<file path="src/rtl/logic_gate_unit_pkg.sv">
// ============================================================================
// Module : gate_pkg
// Shared gate-select / sweep-state types and the gate evaluation function.
// Revision: 1.0
// ============================================================================
`default_nettype none
`timescale 1ns/1ps

package gate_pkg;

  localparam int MAX_W = 8;

  typedef enum logic [2:0] {
    OP_AND, OP_OR, OP_XOR, OP_NAND, OP_NOR, OP_XNOR, OP_RSV6, OP_RSV7
  } op_e;

  typedef enum logic [1:0] {
    IDLE, SWEEP, DONE
  } sweep_state_e;

  // Returns {err, c}; only the low n bits of vec take part in the reduction.
  function automatic logic [1:0] gate_eval(op_e op, logic [MAX_W-1:0] vec, int n);
    logic       r_and;
    logic       r_or;
    logic       r_xor;
    logic [1:0] res;
    r_and = 1'b1;
    r_or  = 1'b0;
    r_xor = 1'b0;
    for (int i = 0; i < MAX_W; i++) begin
      if (i < n) begin
        r_and = r_and & vec[i];
        r_or  = r_or  | vec[i];
        r_xor = r_xor ^ vec[i];
      end
    end
    case (op)
      OP_AND:  res = {1'b0, r_and};
      OP_OR:   res = {1'b0, r_or};
      OP_XOR:  res = {1'b0, r_xor};
      OP_NAND: res = {1'b0, ~r_and};
      OP_NOR:  res = {1'b0, ~r_or};
      OP_XNOR: res = {1'b0, ~r_xor};
      default: res = 2'b10;
    endcase
    return res;
  endfunction

endpackage

`default_nettype wire

</file>
<file path="src/rtl/logic_gate_unit_if.sv">
// ============================================================================
// Module : logic_gate_unit_if
// Stream, sweep-control and result bundle of the logic gate unit.
// Revision: 1.0
// ============================================================================
`default_nettype none
`timescale 1ns/1ps

interface logic_gate_unit_if #(
  parameter int WIDTH = 2
);
  localparam int CNT_W = WIDTH + 1;

  logic [2:0]       op;
  logic             in_valid;
  logic             in_ready;
  logic [WIDTH-1:0] in_data;
  logic             sweep_start;
  logic             sweep_busy;
  logic             out_valid;
  logic             out_ready;
  logic [WIDTH-1:0] out_vec;
  logic             out_c;
  logic             out_err;
  logic             out_last;
  logic [CNT_W-1:0] sweep_ones;

  modport master (
    output op, in_valid, in_data, sweep_start, out_ready,
    input  in_ready, sweep_busy, out_valid, out_vec, out_c, out_err,
           out_last, sweep_ones
  );

  modport slave (
    input  op, in_valid, in_data, sweep_start, out_ready,
    output in_ready, sweep_busy, out_valid, out_vec, out_c, out_err,
           out_last, sweep_ones
  );
endinterface

`default_nettype wire

</file>
<file path="src/rtl/logic_gate_unit_out_stage.sv">
// ============================================================================
// Module : gate_out_stage
// Single-entry valid/ready output register holding an opaque payload.
// Revision: 1.0
// ============================================================================
`default_nettype none
`timescale 1ns/1ps

module gate_out_stage #(
  parameter int PAYLOAD_W = 8
) (
  input  logic                 clk,
  input  logic                 rst_n,
  input  logic                 load_i,
  input  logic [PAYLOAD_W-1:0] payload_i,
  input  logic                 out_ready_i,
  output logic                 stage_free_o,
  output logic                 valid_o,
  output logic [PAYLOAD_W-1:0] payload_o
);

  logic                 valid_q;
  logic [PAYLOAD_W-1:0] payload_q;

  // The caller only asserts load_i while stage_free_o is high.
  always_ff @(posedge clk or negedge rst_n) begin
    if (!rst_n) begin
      valid_q   <= 1'b0;
      payload_q <= '0;
    end else if (load_i) begin
      valid_q   <= 1'b1;
      payload_q <= payload_i;
    end else if (out_ready_i) begin
      valid_q   <= 1'b0;
    end
  end

  assign stage_free_o = !valid_q || out_ready_i;
  assign valid_o      = valid_q;
  assign payload_o    = payload_q;

endmodule

`default_nettype wire

</file>
<file path="src/rtl/logic_gate_unit.sv">
// ============================================================================
// Module : logic_gate_unit
// Selectable WIDTH-input reduction gate with stream mode and truth-table sweep.
// Revision: 1.0
// ============================================================================
`default_nettype none
`timescale 1ns/1ps

module logic_gate_unit
  import gate_pkg::*;
#(
  parameter int WIDTH = 2
) (
  input logic                  clk,
  input logic                  rst_n,
  logic_gate_unit_if.slave     gif
);

  localparam int CNT_W = WIDTH + 1;
  localparam int PAY_W = WIDTH + 3;

  sweep_state_e     state_q, state_d;
  logic [CNT_W-1:0] cnt_q, cnt_d;
  logic [CNT_W-1:0] acc_q, acc_d;
  logic [CNT_W-1:0] ones_q, ones_d;
  op_e              op_q, op_d;

  logic             stage_free;
  logic             load;
  logic             in_ready;
  logic             last;
  logic [1:0]       eval;
  logic [PAY_W-1:0] pay_d;
  logic [PAY_W-1:0] pay_q;
  logic             terminal;

  assign terminal = (cnt_q[WIDTH-1:0] == {WIDTH{1'b1}});

  always_comb begin
    state_d  = state_q;
    cnt_d    = cnt_q;
    acc_d    = acc_q;
    ones_d   = ones_q;
    op_d     = op_q;
    in_ready = 1'b0;
    load     = 1'b0;
    last     = 1'b0;
    eval     = 2'b00;
    pay_d    = '0;
    case (state_q)
      IDLE: begin
        in_ready = stage_free && !gif.sweep_start;
        if (gif.sweep_start) begin
          state_d = SWEEP;
          op_d    = op_e'(gif.op);
          cnt_d   = '0;
          acc_d   = '0;
        end else if (gif.in_valid && in_ready) begin
          eval  = gate_eval(op_e'(gif.op), MAX_W'(gif.in_data), WIDTH);
          load  = 1'b1;
          pay_d = {gif.in_data, eval[0], eval[1], 1'b0};
        end
      end
      SWEEP: begin
        // The counter only advances when its value actually enters the stage.
        if (stage_free) begin
          eval  = gate_eval(op_q, MAX_W'(cnt_q[WIDTH-1:0]), WIDTH);
          last  = terminal;
          load  = 1'b1;
          pay_d = {cnt_q[WIDTH-1:0], eval[0], eval[1], last};
          cnt_d = cnt_q + CNT_W'(1);
          acc_d = acc_q + CNT_W'(eval[0]);
          if (terminal) begin
            state_d = DONE;
          end
        end
      end
      DONE: begin
        ones_d  = acc_q;
        state_d = IDLE;
      end
      default: state_d = IDLE;
    endcase
  end

  always_ff @(posedge clk or negedge rst_n) begin
    if (!rst_n) begin
      state_q <= IDLE;
      cnt_q   <= '0;
      acc_q   <= '0;
      ones_q  <= '0;
      op_q    <= OP_AND;
    end else begin
      state_q <= state_d;
      cnt_q   <= cnt_d;
      acc_q   <= acc_d;
      ones_q  <= ones_d;
      op_q    <= op_d;
    end
  end

  gate_out_stage #(
    .PAYLOAD_W (PAY_W)
  ) u_out_stage (
    .clk          (clk),
    .rst_n        (rst_n),
    .load_i       (load),
    .payload_i    (pay_d),
    .out_ready_i  (gif.out_ready),
    .stage_free_o (stage_free),
    .valid_o      (gif.out_valid),
    .payload_o    (pay_q)
  );

  assign gif.in_ready   = in_ready;
  assign gif.sweep_busy = (state_q == SWEEP);
  assign gif.sweep_ones = ones_q;
  assign gif.out_vec    = pay_q[PAY_W-1:3];
  assign gif.out_c      = pay_q[2];
  assign gif.out_err    = pay_q[1];
  assign gif.out_last   = pay_q[0];

endmodule

`default_nettype wire

</file>
<file path="src/flat_wrapper.sv">
// flat-port wrapper written by rule: the top's interface ports become plain ports
module logic_gate_unit_flat import gate_pkg::*;
#(
  parameter int WIDTH = 2
)
  (clk, rst_n, gif_op, gif_in_valid, gif_in_data, gif_sweep_start, gif_out_ready, gif_in_ready, gif_sweep_busy, gif_out_valid, gif_out_vec, gif_out_c, gif_out_err, gif_out_last, gif_sweep_ones);
  logic_gate_unit_if #(.WIDTH(WIDTH)) gif_i ();
  input logic clk;
  input logic rst_n;
  input wire logic [$bits(gif_i.op)-1:0] gif_op;
  input wire logic [$bits(gif_i.in_valid)-1:0] gif_in_valid;
  input wire logic [$bits(gif_i.in_data)-1:0] gif_in_data;
  input wire logic [$bits(gif_i.sweep_start)-1:0] gif_sweep_start;
  input wire logic [$bits(gif_i.out_ready)-1:0] gif_out_ready;
  output wire logic [$bits(gif_i.in_ready)-1:0] gif_in_ready;
  output wire logic [$bits(gif_i.sweep_busy)-1:0] gif_sweep_busy;
  output wire logic [$bits(gif_i.out_valid)-1:0] gif_out_valid;
  output wire logic [$bits(gif_i.out_vec)-1:0] gif_out_vec;
  output wire logic [$bits(gif_i.out_c)-1:0] gif_out_c;
  output wire logic [$bits(gif_i.out_err)-1:0] gif_out_err;
  output wire logic [$bits(gif_i.out_last)-1:0] gif_out_last;
  output wire logic [$bits(gif_i.sweep_ones)-1:0] gif_sweep_ones;
  assign gif_i.op = gif_op;
  assign gif_i.in_valid = gif_in_valid;
  assign gif_i.in_data = gif_in_data;
  assign gif_i.sweep_start = gif_sweep_start;
  assign gif_i.out_ready = gif_out_ready;
  assign gif_in_ready = gif_i.in_ready;
  assign gif_sweep_busy = gif_i.sweep_busy;
  assign gif_out_valid = gif_i.out_valid;
  assign gif_out_vec = gif_i.out_vec;
  assign gif_out_c = gif_i.out_c;
  assign gif_out_err = gif_i.out_err;
  assign gif_out_last = gif_i.out_last;
  assign gif_sweep_ones = gif_i.sweep_ones;
  logic_gate_unit #(.WIDTH(WIDTH)) u_core (.clk(clk), .rst_n(rst_n), .gif(gif_i));
endmodule
</file>
<file path="config.mk">
export PLATFORM = sky130hd
export DESIGN_NAME = logic_gate_unit_flat
export DESIGN_NICKNAME = d
export VERILOG_FILES = /design/src/rtl/logic_gate_unit_pkg.sv /design/src/rtl/logic_gate_unit_if.sv /design/src/rtl/logic_gate_unit_out_stage.sv /design/src/rtl/logic_gate_unit.sv /design/src/flat_wrapper.sv
export SDC_FILE = /design/constraint.sdc
export NUM_CORES = 1
export LEC_CHECK = 0
export CAP_MARGIN = 20
export CORE_MARGIN = 10
export CORE_UTILIZATION = 35
export CTS_CLUSTER_SIZE = 12
export DETAILED_ROUTE_END_ITERATION = 10
export DONT_BUFFER_PORTS = 1
export SYNTH_ARGS = -nofsm -noshare
export SYNTH_HDL_FRONTEND = slang
export SYNTH_SLANG_ARGS = --single-unit
export TNS_END_PERCENT = 50
</file>
<file path="constraint.sdc">
create_clock -name clk -period 2.3 [get_ports clk]
set_clock_uncertainty 0.1 [all_clocks]
set_input_delay 0.46 -clock clk [delete_from_list [all_inputs] [get_ports clk]]
set_output_delay 0.46 -clock clk [all_outputs]
set_load 0.005 [all_outputs]
</file>
---- Yosys cells after proc, flatten, opt, wreduce, memory -nomap -nowiden ----
Cells that the tools add are included.
storage, ports and cells
  register bits ........................... 20
  output and inout port bits .............. 11
  word-level logic and storage cells ...... 94
operators by class
  add/sub/neg operators ................... 2
  eq/ne operators ......................... 16
  mux-type cells .......................... 44
  bitwise logic cells ..................... 12
  reductions and logical operators ........ 13
operators by type and width
  kind                                                             number
  1-bit two-way mux                                                26
  2-bit one-hot mux with 6 select lines                            2
  5-bit two-way mux                                                3
  3-bit by 2-bit == test with 1-bit output, second input constant  4
  3-bit == test, second input constant                             4
  3-bit one-hot mux with 2 select lines                            2
  2-bit two-way mux                                                5
  5-bit one-hot mux with 2 select lines                            1
  3-bit two-way mux                                                3
  3-bit by 1-bit == test with 1-bit output, second input constant  2
  3-bit logical NOT                                                2
  1-bit NOT                                                        6
  3-bit AND reduction                                              2
  2-bit == test, second input constant                             2
  2-bit by 1-bit != test with 1-bit output, second input constant  2
  2-bit one-hot mux with 2 select lines                            1
  2-bit nonzero test                                               2
  3-bit by 1-bit adder with 3-bit output                           1
  3-bit by 1-bit adder with 3-bit output, second input constant    1
  1-bit AND                                                        2
  2-bit by 1-bit == test with 1-bit output, second input constant  1
  1-bit logical AND                                                2
  1-bit logical NOT                                                2
  2-bit logical NOT                                                1
  other kinds (6)                                                  8

---- Depth between registers and ports, before layout ----
Gate-level depths: netlist of the first run.
  depth in word-level cells ............... 16
  gate-level depth with buffers ........... 10
  depth with buffers taken out ............ 10

---- Modules after synthesis ----
A second synthesis of the first run with hierarchy kept.
unflattened totals
  cells, all modules ...................... 106
  area, all modules ....................... 1103.6 um^2
by module, submodules not included
  module           times used  cells an instance  area each (um^2)  sequential area each (um^2)
  logic_gate_unit  1           92                 852.1             325.3
  gate_out_stage   1           14                 251.5             150.1

---- Worst setup path after synthesis of the first run ----
OpenSTA, ideal clock, no wires.
  path type ............................... flip-flop to flip-flop
  from .................................... reg u_core.cnt_q[0]
  to ...................................... reg u_core.acc_q[2]
  data arrival time ....................... 1.695 ns
  setup slack ............................. 0.370 ns
  stages on the path, launching flop included .. 11
  path through ............................ dfrtp_1 -> inv_1 -> ha_1 -> nand2b_1 -> a211o_1 -> nand3_1 -> ha_1 -> ha_1 -> nand3_1 -> xor2_1 -> nor2_1
between the ends
  longest elaborated chain between the ends .. 12
  elaborated cells between the ends (all ways) .. 20
  those cells by class .................... add/sub (1); mux (13); bitwise (6)
ends and longest elaborated chain
  what                                        line                                                                             text
  start, declared                             logic_gate_unit.sv:23                                                            logic [CNT_W-1:0] cnt_q, cnt_d;
  start signal, assigned                      logic_gate_unit.sv:95                                                            cnt_q <= cnt_d;
  1-bit two-way mux (*)                       logic_gate_unit.sv:66                                                            if (stage_free) begin
  1-bit two-way mux (*)                       logic_gate_unit.sv:50                                                            case (state_q)
  1-bit bitwise XOR (tied with other cells)   logic_gate_unit_pkg.sv:34                                                        r_xor = r_xor ^ vec[i];
  1-bit two-way mux                           logic_gate_unit.sv:66
  1-bit two-way mux                           logic_gate_unit.sv:50
  1-bit NOT, on equally long branches         logic_gate_unit_pkg.sv:43, logic_gate_unit_pkg.sv:41, logic_gate_unit_pkg.sv:42
  2-bit one-hot mux with 6 select lines (*)   logic_gate_unit_pkg.sv:37                                                        case (op)
  2-bit two-way mux (*)                       logic_gate_unit.sv:66
  2-bit two-way mux (*)                       logic_gate_unit.sv:50
  3-bit by 1-bit adder with 3-bit output (*)  logic_gate_unit.sv:72                                                            acc_d = acc_q + CNT_W'(eval[0]);
  3-bit two-way mux (*)                       logic_gate_unit.sv:66
  3-bit one-hot mux with 2 select lines (*)   logic_gate_unit.sv:50
  end signal, assigned                        logic_gate_unit.sv:90                                                            acc_q <= '0;
  end signal, assigned                        logic_gate_unit.sv:96                                                            acc_q <= acc_d;
  end, declared                               logic_gate_unit.sv:24                                                            logic [CNT_W-1:0] acc_q, acc_d;
Mark *: on every way between the ends. The rest lies on a longest branch, timed or not. The select of a mux whose other input is x is not followed.
A chain may end at the register's enable or synchronous reset.

---- Final worst setup path of the first run ----
Ends and elaborated chain as after synthesis.

==> results.sh, run 1 <==
export IMPL_outcome="finished, final reports clean"
export IMPL_viasPerCell=5.39
export IMPL_crit_type="reg2reg"
export IMPL_first_iter_violations=9
export IMPL_core_area_mm2=0.00276
export IMPL_io_pins=21
export IMPL_synth_compound_area_share_pct=17.2
export IMPL_place_area_mm2=0.00106
export IMPL_start_kind="flop"
export IMPL_synth_top_area_cell="dfrtp_1"
export IMPL_switchingPower_uw=491
export IMPL_crit_path_frequent_cell="ha_1"
export IMPL_synthAdderAreaFrac_pct=7.39
export IMPL_comb_power_share_pct=40.6
export IMPL_p_int_uw=796
export IMPL_avgRoutedWirePerCell_um=15.1
export IMPL_dieArea_mm2=0.00546
export IMPL_antenna_found_initial=0
export IMPL_wl_met2_um=1030
export IMPL_synth_edff_count=0
export IMPL_antenna_cells=0
export IMPL_syn2layout_area_growth_pct=7.64
export IMPL_finalSetupViolations=0
export IMPL_die_y_um=73.9
export IMPL_num_rows=19
export IMPL_dp_hpwl_um=1610
export IMPL_path_clk_slew_ps=100
export IMPL_ys_seq_area_share_pct=46.8
export IMPL_fin_setup_tns_ps=0
export IMPL_synth_xor_area_share_pct=0.862
export IMPL_avgSynthCellArea_um2=10.5
export IMPL_async_flop_share_pct=100
export IMPL_grt_overflow_total=0
export IMPL_crit_required_ps=2370
export IMPL_p_per_area_mw_per_mm2=1180
export IMPL_cts_buffers=3
export IMPL_synth_simple_area_share_pct=20.9
export IMPL_vdd_drop_max_mv=0.748
export IMPL_vias=717
export IMPL_p_seq_share_pct=46.4
export IMPL_path_cells="inv_1, ha_1, nand2b_1, a211o_1, nand3_1, ha_1, ha_1, nand3_1, xor2_1, nor2_1"
export IMPL_postSynthCellCount=97
export IMPL_synth_distinct_cells=31
export IMPL_muxShareOfSynthArea_pct=3.33
export IMPL_worstMarginPinSlew_ps=872
export IMPL_clk_latency_ps=290
export IMPL_synth_top_area_share_pct=46.8
export IMPL_slowest_delay_ps=390
export IMPL_cts_sinks=19
export IMPL_end_kind="flop"
export IMPL_p_leak_uw=0.000526
export IMPL_synth_area_mm2=0.00102
export IMPL_crit_fanout=3
export IMPL_start_util_pct=36.8
export IMPL_min_path_type="in2reg"
export IMPL_synthFlopType="dfrtp_1"
export IMPL_fin_crit_sh_pct=89.2
export IMPL_design_area_mm2=0.00109
export IMPL_clockRootBuffer="clkbuf_4"
export IMPL_grt_max_degree=20
export IMPL_worstPathArrival_ps=2130
export IMPL_postCtsSetupBuffers=0
export IMPL_gp_congestion=0.755
export IMPL_synth_seq_cells=19
export IMPL_clkPwrFrac_pct=13.0
export IMPL_drc=0
export IMPL_grt_pass1_vias=728
export IMPL_ant_nets=0
export IMPL_synth_top_family_by_area="simple AND/OR/NAND/NOR gates"
export IMPL_drt_wl_total_um=2010
export IMPL_p_sw_share_pct=38.1
export IMPL_clockBufferDepth=2
export IMPL_period_needed_ps=2050
export IMPL_max_slew_margin_pct=41.7
export IMPL_route_met3_wl_um=148
export IMPL_fp_dieW_um=73.9
export IMPL_final_hold_viol_count=0
export IMPL_critPathSlowestCell="dfrtp_1"
export IMPL_grt_pass1_wl_um=3350
export IMPL_yosys_warnings=0
export IMPL_fmax_ghz=0.487
export IMPL_htreeDepth=1
export IMPL_firstDrtPassIters=4
export IMPL_tritoncts="built"
export IMPL_rsz0062_at_grt="false"
export IMPL_port_buffers=0
export IMPL_synth_nets=113
export IMPL_report_final_slew_viol_count=0
export IMPL_grt_usage_pct=7.79
export IMPL_highest_layer="met4"
export IMPL_synth_area_leaders="dfrtp_1 47%, ha_1 7.4%, o21ai_0 3.9%"
export IMPL_final_nets=119
export IMPL_maxCapViolCount=0
export IMPL_cts_resized=0
export IMPL_drt_met1_wl_um=818
export IMPL_layout_drive_gt1_share_pct=16.7
-- state kept, by name, summed over array words and instances (netlist names) --
name,flops
u_core.acc_q,3
u_core.cnt_q,2
u_core.gif.sweep_ones,3
u_core.op_q,3
u_core.state_q,2
u_core.u_out_stage.payload_o,5
u_core.u_out_stage.valid_o,1
-- kinds of logic (layout without fill, tap and decap cells) --
| family | Yosys count | after routing |
|---|---|---|
| compound gates | 24 | 24 |
| xor+xnor | 1 | 1 |
| fa+ha+maj | 6 | 6 |
| buf+inv | 9 | 14 |
| flops | 19 | 19 |
| mux | 3 | 3 |
| simple gates | 35 | 35 |
-- placed cells by master, fill, tap and decap left out, drive strengths merged --
cell type    count
o21ai            8
nand2           10
and3             3
nand2b           5
nand3            5
nor2             3
clkbuf           4
mux2             3
nor4             1
or2b             1
dlygate4sd3      1
o311ai           1
a31oi            1
dfrtp           19
nor3b            1
a21o             5
nor4b            1
a221o            1
o2111ai          2
ha               6
or3              1
xor2             1
inv              8
and2             2
a211o            3
nor2b            2
a22o             2
buf              1
o211ai           1
-- routing by layer --
metal | vias to the layer above | global-route usage, %
met3 | 2 | 4.71
met1 | 347 | 7.90
met5 | - | 0
met4 | 0 | 1.24
met2 | 12 | 13.5
li1 | 356 | -
-- power by group through the flow --
stage          Clock (uW)  Sequential, uW  Combinational [uW]
6_report              167             597                 523
5_1_grt               187             624                 606
4_1_cts               178             602                 532
3_5_place_dp            0             609                 522
3_3_place_gp            0             604                 510
2_1_floorplan           0             572                 431
-- metrics by stage --
step                utilization (%)  std cells  worst slack [ps]  power, uW  hold WS [ps]
floorplan                         -         97               370       1000          64.4
global route                   39.7        133              83.2       1420           175
finish                         39.7        133               248       1290           176
CTS                            39.7        133               226       1310           165
global placement               38.3        128               310       1110          65.4
detailed placement             38.3        128               244       1130          65.5
-- synth_stat cells (2+ instances only) --
cell type	n
nand2b_1	4
nor2_1	2
o2111ai_1	2
dfrtp_1	19
a211o_1	3
nor2b_1	2
nand3_1	5
a21o_1	2
mux2_2	3
ha_1	6
nand2_1	10
and2_4	2
a22o_1	2
inv_1	8
o21ai_0	8
a21o_2	3
and3_1	2
-- timing repair --
item                                   in CTS  in global routing
endpoints found under the hold margin      19                  0
setup endpoints to repair                   0                  0
hold buffers                                1                  0
-- critical path: cells and delay by family (launching register included) --
kind,cells,cell delay [ps]
adder cells (fa/ha/maj),3,600
flip-flops,1,390
AND/OR/NAND/NOR,4,360
AO/OA/AOI/OAI,1,270
XOR/XNOR,1,130
buffers and inverters,1,80
-- worst paths after layout --
kind / startpoint / to / slack, ps / cells past startpoint
worst max-delay path: u_core.cnt_q[0] / u_core.acc_q[2] / 250 / 10
worst min-delay path: gif_op[2] / u_core.op_q[2] / 180 / 2
worst max register to register: u_core.cnt_q[0] / u_core.acc_q[2] / 250 / 10
worst min register to register: u_core.u_out_stage.payload_o[4] / u_core.u_out_stage.payload_o[4] / 420 / 1
max in group asynchronous: rst_n / u_core.acc_q[2] / 950 / 1
min in group asynchronous: rst_n / u_core.acc_q[0] / 610 / 1
-- area by class of cell --
type	instances	area (um2)
Sequential cell	19	475
Timing Repair Buffer	2	17.5
Multi-Input combinational cell	69	505
Clock buffer	4	26.3
Inverter	8	30.0
Tap cell	31	38.8
Fill cell	284	1660
Power figures use the tool's default switching activity.
==> run 2, diff against run 1 <==
Settings changed: REMOVE_ABC_BUFFERS from default to 1, SETUP_SLACK_MARGIN from default to 0.4, SYNTH_HIERARCHICAL from default to 1.
==> run 2 against run 1 <==
Compared with the run above: setup slack got worse by 150 ps; global-route usage increased by 1.2 points; critical path type unchanged; power increased by 42%; via count increased by 19%; die area increased by 6.3%; worst hold slack improved by 1.9 ps; largest power group is now combinational logic; first-iteration DRC count increased to 5.2 times the previous value; final area increased by 23%.
==> results.sh, run 2 <==
export IMPL_stdcell_count=163
export IMPL_htreeDepth=1
export IMPL_outcome="finished, final reports clean"
export IMPL_path_clk_slew_ps=110
export IMPL_synthFlopType="dfrtp_1"
export IMPL_postSynthCellCount=106
export IMPL_ant_nets=0
export IMPL_start_util_pct=36.4
export IMPL_grt_usage_pct=9.03
export IMPL_maxCapViolCount=0
export IMPL_avgRoutedWirePerCell_um=16.2
export IMPL_place_inst=155
export IMPL_yosys_warnings=6
export IMPL_start_kind="flop"
export IMPL_final_hold_viol_count=0
export IMPL_gp_congestion=0.809
export IMPL_num_rows=20
export IMPL_timing_rr_start="u_core/cnt_q[1]"
export IMPL_async_flop_share_pct=100
export IMPL_antenna_cells=0
export IMPL_crit_fanout=4
export IMPL_report_final_slew_viol_count=0
export IMPL_dieArea_mm2=0.00580
export IMPL_synth_edff_count=0
export IMPL_synth_area_leaders="dfrtp_1 43%, ha_1 6.8%, mux2_4 6.8%"
export IMPL_hp_start="gif_op[1]"
export IMPL_ys_seq_area_share_pct=43.1
export IMPL_grt_overflow_total=0
export IMPL_fin_crit_sh_pct=95.9
export IMPL_layout_setup_ws_ps=94.6
export IMPL_crit_required_ps=2400
export IMPL_avgSynthCellArea_um2=10.4
export IMPL_die_y_um=76.2
export IMPL_max_slew_margin_pct=41.7
export IMPL_multi_input_area_um2=657
export IMPL_cts_buffers=3
export IMPL_yosysMostFrequentCell="dfrtp_1"
export IMPL_vdd_drop_max_mv=0.584
export IMPL_firstDrtPassIters=4
export IMPL_synth_area_mm2=0.00110
export IMPL_clockBufferDepth=2
export IMPL_finalSetupViolations=0
export IMPL_clkPwrFrac_pct=9.4
export IMPL_viasPerCell=5.21
export IMPL_tritoncts="built"
export IMPL_vias=850
export IMPL_first_iter_violations=47
export IMPL_worstSetupStartpoint="u_core/cnt_q[1]"
export IMPL_synth_top_area_cell="dfrtp_1"
export IMPL_layout_drive_gt1_share_pct=41.2
export IMPL_fillers=296
export IMPL_core_area_mm2=0.00303
export IMPL_synth_seq_cells=19
export IMPL_p_leak_uw=0.000617
export IMPL_p_sw_share_pct=40.5
export IMPL_grt_max_degree=20
export IMPL_io_pins=21
export IMPL_holdWs_ps=178
export IMPL_final_nets=136
export IMPL_comb_power_share_pct=55.7
export IMPL_fmax_ghz=0.453
export IMPL_p_seq_share_pct=34.9
export IMPL_switchingPower_uw=741
export IMPL_fin_setup_tns_ps=0
export IMPL_syn2layout_area_growth_pct=21.5
export IMPL_antenna_found_initial=0
export IMPL_grt_pass1_wl_um=4430
export IMPL_rsz0062_at_grt="true"
export IMPL_drt_wl_total_um=2640
export IMPL_final_common_cell="dfrtp_1"
export IMPL_layout_common_cells="19 x dfrtp_1, 10 x nand2_1, 9 x buf_4"
export IMPL_crit_type="reg2reg"
export IMPL_p_per_area_mw_per_mm2=1360
export IMPL_clk_latency_ps=300
export IMPL_clockRootBuffer="clkbuf_4"
export IMPL_end_kind="flop"
export IMPL_worstMarginPinSlew_ps=871
export IMPL_synth_top_area_share_pct=43.1
export IMPL_final_core_util_pct=44.3
export IMPL_synth_common_cells="19 x dfrtp_1, 13 x nand2_1, 9 x inv_1, 9 x o21ai_0"
export IMPL_dpl_worst_slack_ps=-17.6
export IMPL_grt_pass1_vias=911
export IMPL_p_int_uw=1090
export IMPL_min_path_type="in2reg"
export IMPL_fp_dieW_um=76.2
export IMPL_drc=0
export IMPL_worstPathArrival_ps=2310
export IMPL_cts_sinks=19
export IMPL_port_buffers=0
export IMPL_seqCellArea_um2=475
export IMPL_largest_reg_flops=5
export IMPL_dp_hpwl_um=1910
export IMPL_synth_distinct_cells=35
export IMPL_period_needed_ps=2210
[run 2: path summary, 6_finish.rpt]
kind                                            end  slack [ps]  cells past startpoint
max reg2reg                         u_core/acc_q[1]          90                     10
min in group asynchronous  u_core/gif.sweep_ones[2]         610                      1
max                                 u_core/acc_q[1]          90                     10
min reg2reg                u_core/gif.sweep_ones[0]         420                      2
max in group asynchronous            u_core/op_q[0]         960                      1
min                                  u_core/op_q[1]         180                      2
[run 2: area by class of cell]
cell class,instances,share of cell area (%)
clock buffer,3,1.68
clock inverter,1,0.373
inverter,10,2.80
multi-input combinational,75,49.0
sequential,19,35.4
tap,44,4.10
timing repair buffer,11,6.62
[run 2: routing by layer]
metal	vias up	GRT usage [%]	part of all wire, %
met5	-	0	0
met4	0	1.12	0.15
met3	2	4.95	12
met2	37	14.6	48
met1	411	10.5	40
li1	400	-	-
[run 2: power by group through the flow]
stage                     combinational, uW  clock, uW  sequential (uW)
after floorplan                         570          0              594
after global placement                  762          0              613
after detailed placement                778          0              624
after CTS                               897        181              635
after global routing                   1120        197              658
final                                  1020        172              638
[run 2: worst max-delay path, cell delays in order, from the launching register on]
cell and delay [ps]:
dfrtp_1 420, inv_2 70, ha_4 250, or3_4 350, a21oi_4 160, nor2_2 50
ha_2 210, ha_4 210, nand2_2 60, o21ai_2 50, a22o_1 170
[run 2: cell families (layout without fill, tap and decap cells)]
family          Yosys count  in the layout  share of synthesized area (%)
mux                       9              9                           10.8
simple gates             33             33                           16.8
buf+inv                  12             25                           5.10
flops                    19             19                           43.1
compound gates           27             27                           17.5
fa+ha+maj                 6              6                           6.80
[run 2: through the flow]
stage | power, uW | area [um2]
after global placement | 1370 | 1190
after detailed placement | 1400 | 1190
after global routing | 1970 | 1340
final | 1830 | 1340
after CTS | 1710 | 1310
after floorplan | 1160 | 1080
[run 2: repair_timing]
action                                 in CTS  in global routing
setup endpoints to repair                   8                  7
buffers inserted                            2                  1
gates resized for setup                    17                  8
hold buffers                                1                  0
endpoints found under the hold margin      19                  0
pin swaps                                   5                  7
